===== config.mk =====
export PLATFORM = sky130hd
export DESIGN_NAME = pe2_wb_fifo
export DESIGN_NICKNAME = d
export VERILOG_FILES = /design/src/rtl/ntt_pkg.sv /design/src/rtl/canon_reduce.sv /design/src/rtl/pe2_wb_fifo.sv
export SDC_FILE = /design/constraint.sdc
export NUM_CORES = 1
export LEC_CHECK = 0
export BUFFER_PORTS_ARGS = -buffer_cell sky130_fd_sc_hd__buf_2
export CAP_MARGIN = 5
export CORE_MARGIN = 2
export CORE_UTILIZATION = 43
export DETAILED_ROUTE_END_ITERATION = 6
export PLACE_DENSITY_LB_ADDON = 0.12
export SKIP_CTS_REPAIR_TIMING = 1
export SYNTH_ARGS = -nofsm -noshare
export SYNTH_HDL_FRONTEND = slang
export SYNTH_HIERARCHICAL = 1
export SYNTH_SLANG_ARGS = --single-unit

===== constraint.sdc =====
create_clock -name clk -period 9.7 [get_ports clk]
set_clock_uncertainty 0.15 [all_clocks]
set_input_delay 2.91 -clock clk [delete_from_list [all_inputs] [get_ports clk]]
set_output_delay 2.91 -clock clk [all_outputs]
set_load 0.02 [all_outputs]

===== src/rtl/ntt_pkg.sv =====
// Shared NTT constants for the PE2 write-back path (moduli and coefficient widths).
package ntt_pkg;
  localparam int Q_KYBER = 3329;
  localparam int Q_DIL   = 8380417;
  localparam int LANE_W  = 12;
  localparam int WORD_W  = 24;

  typedef enum logic {
    KD_KYBER = 1'b0,
    KD_DIL   = 1'b1
  } kd_mode_e;
endpackage


===== src/rtl/canon_reduce.sv =====
// Single conditional subtract to canonical range: two 12-bit Kyber lanes or one 24-bit Dilithium word.
module canon_reduce
  import ntt_pkg::*;
(
  input  logic              kd_mode_i,
  input  logic [WORD_W-1:0] d_i,
  output logic [WORD_W-1:0] d_o
);
  logic [LANE_W-1:0] hi, lo, hi_r, lo_r;
  logic [WORD_W-1:0] w_r;

  always_comb begin
    hi   = d_i[WORD_W-1:LANE_W];
    lo   = d_i[LANE_W-1:0];
    hi_r = (hi >= LANE_W'(Q_KYBER)) ? hi - LANE_W'(Q_KYBER) : hi;
    lo_r = (lo >= LANE_W'(Q_KYBER)) ? lo - LANE_W'(Q_KYBER) : lo;
    w_r  = (d_i >= WORD_W'(Q_DIL)) ? d_i - WORD_W'(Q_DIL) : d_i;
    d_o  = (kd_mode_e'(kd_mode_i) == KD_DIL) ? w_r : {hi_r, lo_r};
  end
endmodule


===== src/rtl/pe2_wb_fifo.sv =====
// PE2 result-pair write-back FIFO toward coefficient memory, with write counter and wrap pulse.
// Build option PE2_WB_CANON_EN: canonical reduction applied to data at push (DW must be 24).
module pe2_wb_fifo
  import ntt_pkg::*;
#(
  parameter int DW    = 24,
  parameter int AW    = 7,
  parameter int DEPTH = 4
) (
  input  logic          clk,
  input  logic          rst,
  input  logic          KD_mode,
  input  logic          in_valid,
  output logic          in_ready,
  input  logic [AW-1:0] in_addr0,
  input  logic [AW-1:0] in_addr1,
  input  logic [DW-1:0] in_data3,
  input  logic [DW-1:0] in_data4,
  output logic          wr_en,
  input  logic          wr_ready,
  output logic [AW-1:0] wr_addr0,
  output logic [AW-1:0] wr_addr1,
  output logic [DW-1:0] wr_data0,
  output logic [DW-1:0] wr_data1,
  output logic [AW-1:0] wr_cnt,
  output logic          done
);
  localparam int PW = $clog2(DEPTH);

  logic [AW-1:0] mem_a0 [DEPTH];
  logic [AW-1:0] mem_a1 [DEPTH];
  logic [DW-1:0] mem_d0 [DEPTH];
  logic [DW-1:0] mem_d1 [DEPTH];

  logic [PW-1:0] wptr_q, wptr_d, rptr_q, rptr_d;
  logic [PW:0]   occ_q, occ_d;
  logic [AW-1:0] wr_cnt_q, wr_cnt_d;
  logic          done_q, done_d;
  logic          full, empty, push, pop;
  logic [DW-1:0] st_d0, st_d1;

`ifdef PE2_WB_CANON_EN
  canon_reduce u_canon0 (.kd_mode_i(KD_mode), .d_i(in_data3), .d_o(st_d0));
  canon_reduce u_canon1 (.kd_mode_i(KD_mode), .d_i(in_data4), .d_o(st_d1));
`else
  assign st_d0 = in_data3;
  assign st_d1 = in_data4;
`endif

  // Flags come only from registered occupancy, so wr_ready never reaches in_ready.
  assign full     = (occ_q == (PW+1)'(DEPTH));
  assign empty    = (occ_q == '0);
  assign in_ready = !full;
  assign wr_en    = !empty;
  assign push     = in_valid && !full;
  assign pop      = wr_ready && !empty;

  assign wr_addr0 = wr_en ? mem_a0[rptr_q] : '0;
  assign wr_addr1 = wr_en ? mem_a1[rptr_q] : '0;
  assign wr_data0 = wr_en ? mem_d0[rptr_q] : '0;
  assign wr_data1 = wr_en ? mem_d1[rptr_q] : '0;
  assign wr_cnt   = wr_cnt_q;
  assign done     = done_q;

  always_comb begin
    wptr_d   = wptr_q + PW'(push);
    rptr_d   = rptr_q + PW'(pop);
    occ_d    = occ_q + (PW+1)'(push) - (PW+1)'(pop);
    wr_cnt_d = wr_cnt_q + AW'(pop);
    done_d   = pop && (wr_cnt_q == '1);
  end

  always_ff @(posedge clk or posedge rst) begin
    if (rst) begin
      wptr_q   <= '0;
      rptr_q   <= '0;
      occ_q    <= '0;
      wr_cnt_q <= '0;
      done_q   <= 1'b0;
    end else begin
      wptr_q   <= wptr_d;
      rptr_q   <= rptr_d;
      occ_q    <= occ_d;
      wr_cnt_q <= wr_cnt_d;
      done_q   <= done_d;
    end
  end

  // Storage is never reset; occupancy alone decides what is valid.
  always_ff @(posedge clk) begin
    if (push) begin
      mem_a0[wptr_q] <= in_addr0;
      mem_a1[wptr_q] <= in_addr1;
      mem_d0[wptr_q] <= st_d0;
      mem_d1[wptr_q] <= st_d1;
    end
  end
endmodule


======== Word level (Yosys, flattened, before mapping) ========
Memory sizes are Yosys's and may differ from the RTL's.
Index checks and enable logic that the tools add are counted.
operators by class
  equal/unequal tests ..................... 2
  order comparisons ....................... 0
  $mul .................................... 0
  add/subtract/negate cells ............... 5
  shifts and indexed selects .............. 0
  div/mod/pow operators ................... 0
  mux-type cells .......................... 6
  reductions and logical operators ........ 6
  bitwise operators ....................... 0
operators by type and width
  operator            number
  $mux 24             2
  $mux 7              2
  $add 7x1->7         1
  $eq 7x7->1 const B  1
  $add 2x1->2         2
  $add 3x1->3         1
  $eq 3x3->1 const B  1
  $logic_and 1x1->1   3
  $logic_not 3->1     1
  $sub 3x1->3         1
  $logic_not 1->1     2
  $mux 1              2
word-level totals
  RAM bits ................................ 248
  memory bits (read-only) ................. 0
  input bits .............................. 67
  memories ................................ 4
  bits in latches ......................... 0
  bits in registers ....................... 15
memories
  name    words  width  read ports  clocked after Yosys merged registers in  write ports  RTL line           RTL
  mem_d0  4      24     1           0                                        1            pe2_wb_fifo.sv:32  logic [DW-1:0] mem_d0 [DEPTH];
  mem_d1  4      24     1           0                                        1            pe2_wb_fifo.sv:33  logic [DW-1:0] mem_d1 [DEPTH];
  mem_a0  4      7      1           0                                        1            pe2_wb_fifo.sv:30  logic [AW-1:0] mem_a0 [DEPTH];
  mem_a1  4      7      1           0                                        1            pe2_wb_fifo.sv:31  logic [AW-1:0] mem_a1 [DEPTH];

======== Longest topological paths before layout ========
Gate-level depths: netlist (run 1).
  depth in word-level cells ............... 5
  mapped depth ............................ 9
  depth with buffers taken out ............ 8

======== Worst setup path after synthesis (run 1) ========
OpenSTA, ideal clock, no wires.
  path kind ............................... input -> register
  start point ............................. in in_valid
  end point ............................... mem mem_a0[1][0] (enable)
  arrival time ............................ 7.589 ns
  stages on the path ...................... 2
  slack ................................... 1.390 ns
  setup time .............................. 0.571 ns
  path buffers ............................ 0
  required time ........................... 8.979 ns
  cells stage by stage .................... nand2_1 > nor3b_1
on the way
  word-level cells in the longest chain between the ends .. 3
RTL lines
  what                          RTL line           RTL
  start: declaration            pe2_wb_fifo.sv:13  input logic in_valid,
  $logic_and 1x1->1             pe2_wb_fifo.sv:55  assign push = in_valid && !full;
  $mux 1                        pe2_wb_fifo.sv:91  if (push) begin
  $mux 1 (not written as such)  pe2_wb_fifo.sv:92  mem_a0[wptr_q] <= in_addr0;
  end: declaration              pe2_wb_fifo.sv:30
No other way between the ends.

======== Final worst setup path (run 1) ========
  start point ............................. reg rptr_q[0]
  end point ............................... out wr_addr1[6]
on the way
  word-level cells in the longest chain between the ends .. 2
RTL lines
  what                      RTL line           RTL
  start: declaration        pe2_wb_fifo.sv:35  logic [PW-1:0] wptr_q, wptr_d, rptr_q, rptr_d;
  start signal: assignment  pe2_wb_fifo.sv:82  rptr_q <= rptr_d;
  $mem_v2 4x7               --
  $mux 7                    pe2_wb_fifo.sv:59  assign wr_addr1 = wr_en ? mem_a1[rptr_q] : '0;
  end: declaration          pe2_wb_fifo.sv:22  output logic [AW-1:0] wr_addr1,
No other way between the ends.

==> flow_summary.toml, run 1 <==
[power_and_ir_drop]
peakVddDrop_uv = 188
power_density_nw_per_um2 = 330
power_w = 0.00394
p_leak_nw = 4.17

[synth]
ys_warn_count = 6
synth_cells = 448
yosys-top-cells-area = "edfxtp_1 (74%), mux4_2 (13%), and2_1 (3.8%), dfrtp_1 (3.7%), buf_12 (1.2%)"
syn-num-nets = 519
postSynthAreaPerCell_um2 = 22.6
syn-cell-area_um2 = 10100
synth_cell_types = 23
synth_top_area_share_pct = 73.6
ys_ff_latch = 263
ys_seq_area_share_pct = 77.4
synth_area_leader_cell = "edfxtp_1"

[placed_design]
post-dp-hpwl_mm = 10.4
dp.cells = 891
place_congestion = 0.724
port_buffers = 137

[floorplanning]
core.rowCount = 56
initial_utilization_pct = 43.5
die_area_um2 = 24800
die-width_um = 157
io_pins = 139
die_y_um = 157
core_um2 = 23300

[setup_path]
path_class = "reg2out"
required_ps = 6640
start_kind = "flop"
r2r_cells = 9
arrival_ps = 3020
endpoint_kind = "output pin"
crit_fanout = 34

[layout]
final_nets = 673
seq_area_um2 = 7830
multiInputGateArea_um2 = 2100
fill_cells = 1975
fin_cells = 944
drive_gt1_share_pct = 39.8
synthToLayoutAreaGrowth_pct = 18.2

[timing]
setup_viol = 0
timing.final.crit_share_pct = 62.7
slew_violations = 0
rsz0062_at_grt = "no"
fin_tns_setup_ps = 0
fmax_ghz = 0.164
slew_headroom_pct = 32.9
hold_ws_ps = 333
finalHoldViolCount = 0
worst_slew_pin_slew_ps = 1010
min_period_ps = 6080

[run_status]
outcome = "completed"

[flow_run]
drv_cap = 0

[clock_tree]
htreeDepth = 1
cts_tree = "built"
cts_buffers = 28
cts_sinks = 263
clk_pin_slew_worst_paths_ps = 60
cts_root_buffer = "clkbuf_16"
clk_latency_ps = 540
cts_buffer_depth = 3

[routing]
drt_iter0_markers = 208
wl_met1_mm = 7.33
post_drt_via_cell_ratio = 5.01
via_count = 4729
dr.max_layer_used = "met5"
wl_per_cell_um = 19.7
route.met2.wl_mm = 9.61
ant_nets = 0
drc = 0
wl_met3_mm = 1.20
drt-pass1-iter-count = 4
drt-total-wl_mm = 18.6

[grt]
grt_pass1_vias = 5241
overflow = 0
grt_pass1_wl_mm = 28.6
antenna_found_initial = 4
grt_util_all_layers_pct = 15.4
grt_max_degree = 64

[hold_path]
min_path_cells = 1
hold_class = "reg2reg"
-- per-layer routing --
layer  global-route usage [%]  vias up
met5                        0        -
li1                         -     2131
met1                     18.2     2439
met2                     27.3      125
met3                     4.46       32
met4                     4.68        2
-- final timing paths --
path                           start          end  slack, ps
setup / recovery           rptr_q[0]  wr_addr1[6]       3620
hold / removal             wr_cnt[5]    wr_cnt[5]        330
setup reg to reg            occ_q[1]     occ_q[2]       6800
hold reg to reg            wr_cnt[5]    wr_cnt[5]        330
max in group asynchronous        rst    rptr_q[0]       6650
min in group asynchronous        rst    wptr_q[0]       2290
-- cell usage after synthesis (all sizes together) --
library cell	count
xor2	5
nand3	5
mux4	62
ha	3
clkbuf	6
inv	4
and4	1
xnor2	7
dfrtp	15
and2	62
nor2	1
edfxtp	248
nor3b	3
or3b	1
fa	1
nor3	3
and3	3
buf	15
nand2	3
-- cell families (layout without fill, tap and decap cells) --
kind of cell	count (synthesis)	after routing	synth area share, %
XOR/XNOR	12	12	1.04
adder cells (fa/ha/maj)	4	4	0.569
buffers and inverters	25	200	2.07
flip-flops	263	263	77.4
multiplexers	62	62	14.0
other	0	2	0
AND/OR/NAND/NOR	82	82	5.01
-- report_power, final --
group | internal (W) | leakage (nW) | switching [W]
Sequential | 0.00151 | 2.45 | 0.000161
Combinational | 0.000571 | 1.30 | 0.000718
Clock | 0.000580 | 0.423 | 0.000407
Total | 0.00266 | 4.17 | 0.00129
-- registers in the layout, indices dropped and copies added, names as in the netlist --
register / count
wr_cnt: 7
wptr_q: 2
mem_a0: 28
occ_q: 3
done: 1
mem_a1: 28
mem_d0: 96
mem_d1: 96
rptr_q: 2
-- cell type report --
| cell class | instances | area share (%) |
|---|---|---|
| antenna | 2 | 0.0419 |
| clock buffer | 34 | 6.05 |
| clock inverter | 17 | 1.14 |
| inverter | 4 | 0.126 |
| multi-input combinational | 160 | 17.6 |
| sequential | 263 | 65.5 |
| tap | 319 | 3.34 |
| timing repair buffer | 145 | 6.24 |
-- stage by stage --
step                area [µm²]  util, %  setup slack, ps
finish                   12000     51.4             3620
global route             12000     51.4             3320
detailed placement       11100     47.7             4030
floorplan                10100        -             1390
global placement         11100     47.7             4010
CTS                      12000     51.4             3460
-- layout by cell type (no fill, tap or decap), types with 3 or more instances in the layout --
cell / count
nand3_1: 5
ha_1: 3
mux4_1: 4
clkbuf_1: 6
buf_2: 137
edfxtp_1: 248
and2_1: 62
dfrtp_1: 13
xor2_1: 5
inv_1: 3
mux4_2: 58
clkbuf_16: 28
clkinv_2: 6
buf_4: 8
nand2_1: 3
xnor2_1: 7
clkinv_1: 8
-- critical path, cell delays in order (launching register included) --
cell,delay [ps]
dfrtp_4,830
buf_4,670
mux4_1,620
and2_1,170
buf_2,170
No activity file was read; power rests on OpenSTA's default activity.
==> run 2: changes to the inputs <==
- clock period: 9.7 -> 5 ns (I/O delays scaled with it)
==> run 2 against run 1 <==
Net effect:
- global-route usage grew 0.51 points
- critical path type unchanged
- largest power group unchanged
- clock power grew 94%
- highest routed layer unchanged
- utilization grew 0.091 points
- count of clock-buffer cells in the layout grew 5
- largest cell class unchanged
- die area is the same
- worst hold slack gained 13 ps
- cell area grew 0.18%
- critical path depth is the same
==> flow_summary.toml, run 2 (same netlist as run 1, synthesis figures left out) <==
[routing]
ant_nets = 0
drt_iter0_markers = 187
wl_met1_mm = 7.87
post_drt_via_cell_ratio = 5.06
drt-total-wl_mm = 19.1
via_count = 4800
wl_met3_mm = 1.28
wl_per_cell_um = 20.1
dr.max_layer_used = "met5"
route.met2.wl_mm = 9.53
drc = 0
drt-pass1-iter-count = 4

[setup_path]
start_kind = "flop"
path_class = "reg2out"
required_ps = 3350
crit_fanout = 23
arrival_ps = 2600
endpoint_kind = "output pin"

[layout]
drive_gt1_share_pct = 39.5
final_cell_mix = "edfxtp_1 (248), buf_2 (137), and2_1 (62)"
synthToLayoutAreaGrowth_pct = 18.4
top_regs = "mem_d0: 96 flops, mem_d1: 96 flops"
layout_commonest_cell = "edfxtp_1"
final_nets = 675
final_area_um2 = 12000
fin_cells = 948

[flow_run]
drv_cap = 0

[grt]
grt_max_degree = 64
grt_pass1_vias = 5154
grt_pass1_wl_mm = 29.5
antenna_found_initial = 4
grt_util_all_layers_pct = 15.9
overflow = 0

[timing]
fmax_ghz = 0.235
hold_ws_ps = 346
setup_slack_ps = 751
rsz0062_at_grt = "no"
finalHoldViolCount = 0
slew_violations = 0
timing.final.crit_share_pct = 85.0
fin_tns_setup_ps = 0
min_period_ps = 4250
worst_slew_pin_slew_ps = 1010
setup_viol = 0
slew_headroom_pct = 32.6

[placed_design]
place_congestion = 0.742
pre_cts_ws_ps = 1230
place_area_um2 = 11100
dp.cells = 892
post-dp-hpwl_mm = 10.6
port_buffers = 137

[clock_tree]
clk_pin_slew_worst_paths_ps = 60
clk_latency_ps = 520
cts_buffer_depth = 3
cts_sinks = 263
cts_tree = "built"
htreeDepth = 1
cts_root_buffer = "clkbuf_16"
cts_buffers = 29

[floorplanning]
io_pins = 139
core_um2 = 23300
core.rowCount = 56
initial_utilization_pct = 43.5
die_area_um2 = 24800
die_y_um = 157
die-width_um = 157

[power_and_ir_drop]
peakVddDrop_uv = 349
p_leak_nw = 4.18
power_density_nw_per_um2 = 642
swShare_pct = 32.8
p_seq_share_pct = 42.0
cellInternalPower_w = 0.00517
pwr-share-comb_pct = 33.2
p_sw_w = 0.00252
clkPwrFrac_pct = 24.8

[run_status]
outcome = "completed"

[hold_path]
hold_class = "reg2reg"
## run 2: cell count changes in the layout (fill, tap and decap cells not counted), sizes merged
cell	change
buf	+1
bufinv	-1
clkbuf	+5
clkinv	-4
diode	+1
inv	+2
## run 2: layout make-up
cell class | instances | area (µm²)
Antenna cell | 3 | 7.51
Fill cell | 1974 | 11300
Clock buffer | 39 | 763
Multi-Input combinational cell | 160 | 2100
Sequential cell | 263 | 7830
Tap cell | 319 | 399
Timing Repair Buffer | 146 | 766
Inverter | 4 | 15.0
Clock inverter | 14 | 95.1
## run 2: power groups by stage
stage          Sequential, W  Combinational (W)  Clock (W)
3_3_place_gp         0.00326            0.00260          0
6_report             0.00323            0.00255    0.00191
2_1_floorplan        0.00314            0.00198          0
4_1_cts              0.00325            0.00262    0.00197
5_1_grt              0.00329            0.00278    0.00206
3_5_place_dp         0.00329            0.00260          0
## run 2: worst paths after layout
path                                start     endpoint  slack, ps  cells after the start
min in group asynchronous             rst         done        880                      2
worst max-delay path            rptr_q[0]  wr_addr1[6]        750                      4
max in group asynchronous             rst    rptr_q[0]       3380                      2
worst max register to register   occ_q[1]     occ_q[2]       2360                      7
worst min register to register  wr_cnt[6]    wr_cnt[6]        350                      1
worst min-delay path            wr_cnt[6]    wr_cnt[6]        350                      1
## run 2: critical path: stages, from the launching register on
cell and delay [ps]:
dfrtp_4 750, buf_4 390, mux4_1 590, and2_1 170
buf_2 170
## run 2: per-layer routing
layer  up-vias  global-route usage (%)
met3        31                    4.93
li1       2141                       -
met2       123                    27.4
met5         -                       0
met4         2                    3.98
met1      2503                    19.6
## run 2: through the flow
stage               util (%)  power [W]
floorplan                  -    0.00512
global placement        47.8    0.00586
detailed placement      47.8    0.00589
CTS                     51.5    0.00783
global route            51.5    0.00814
finish                  51.5    0.00769
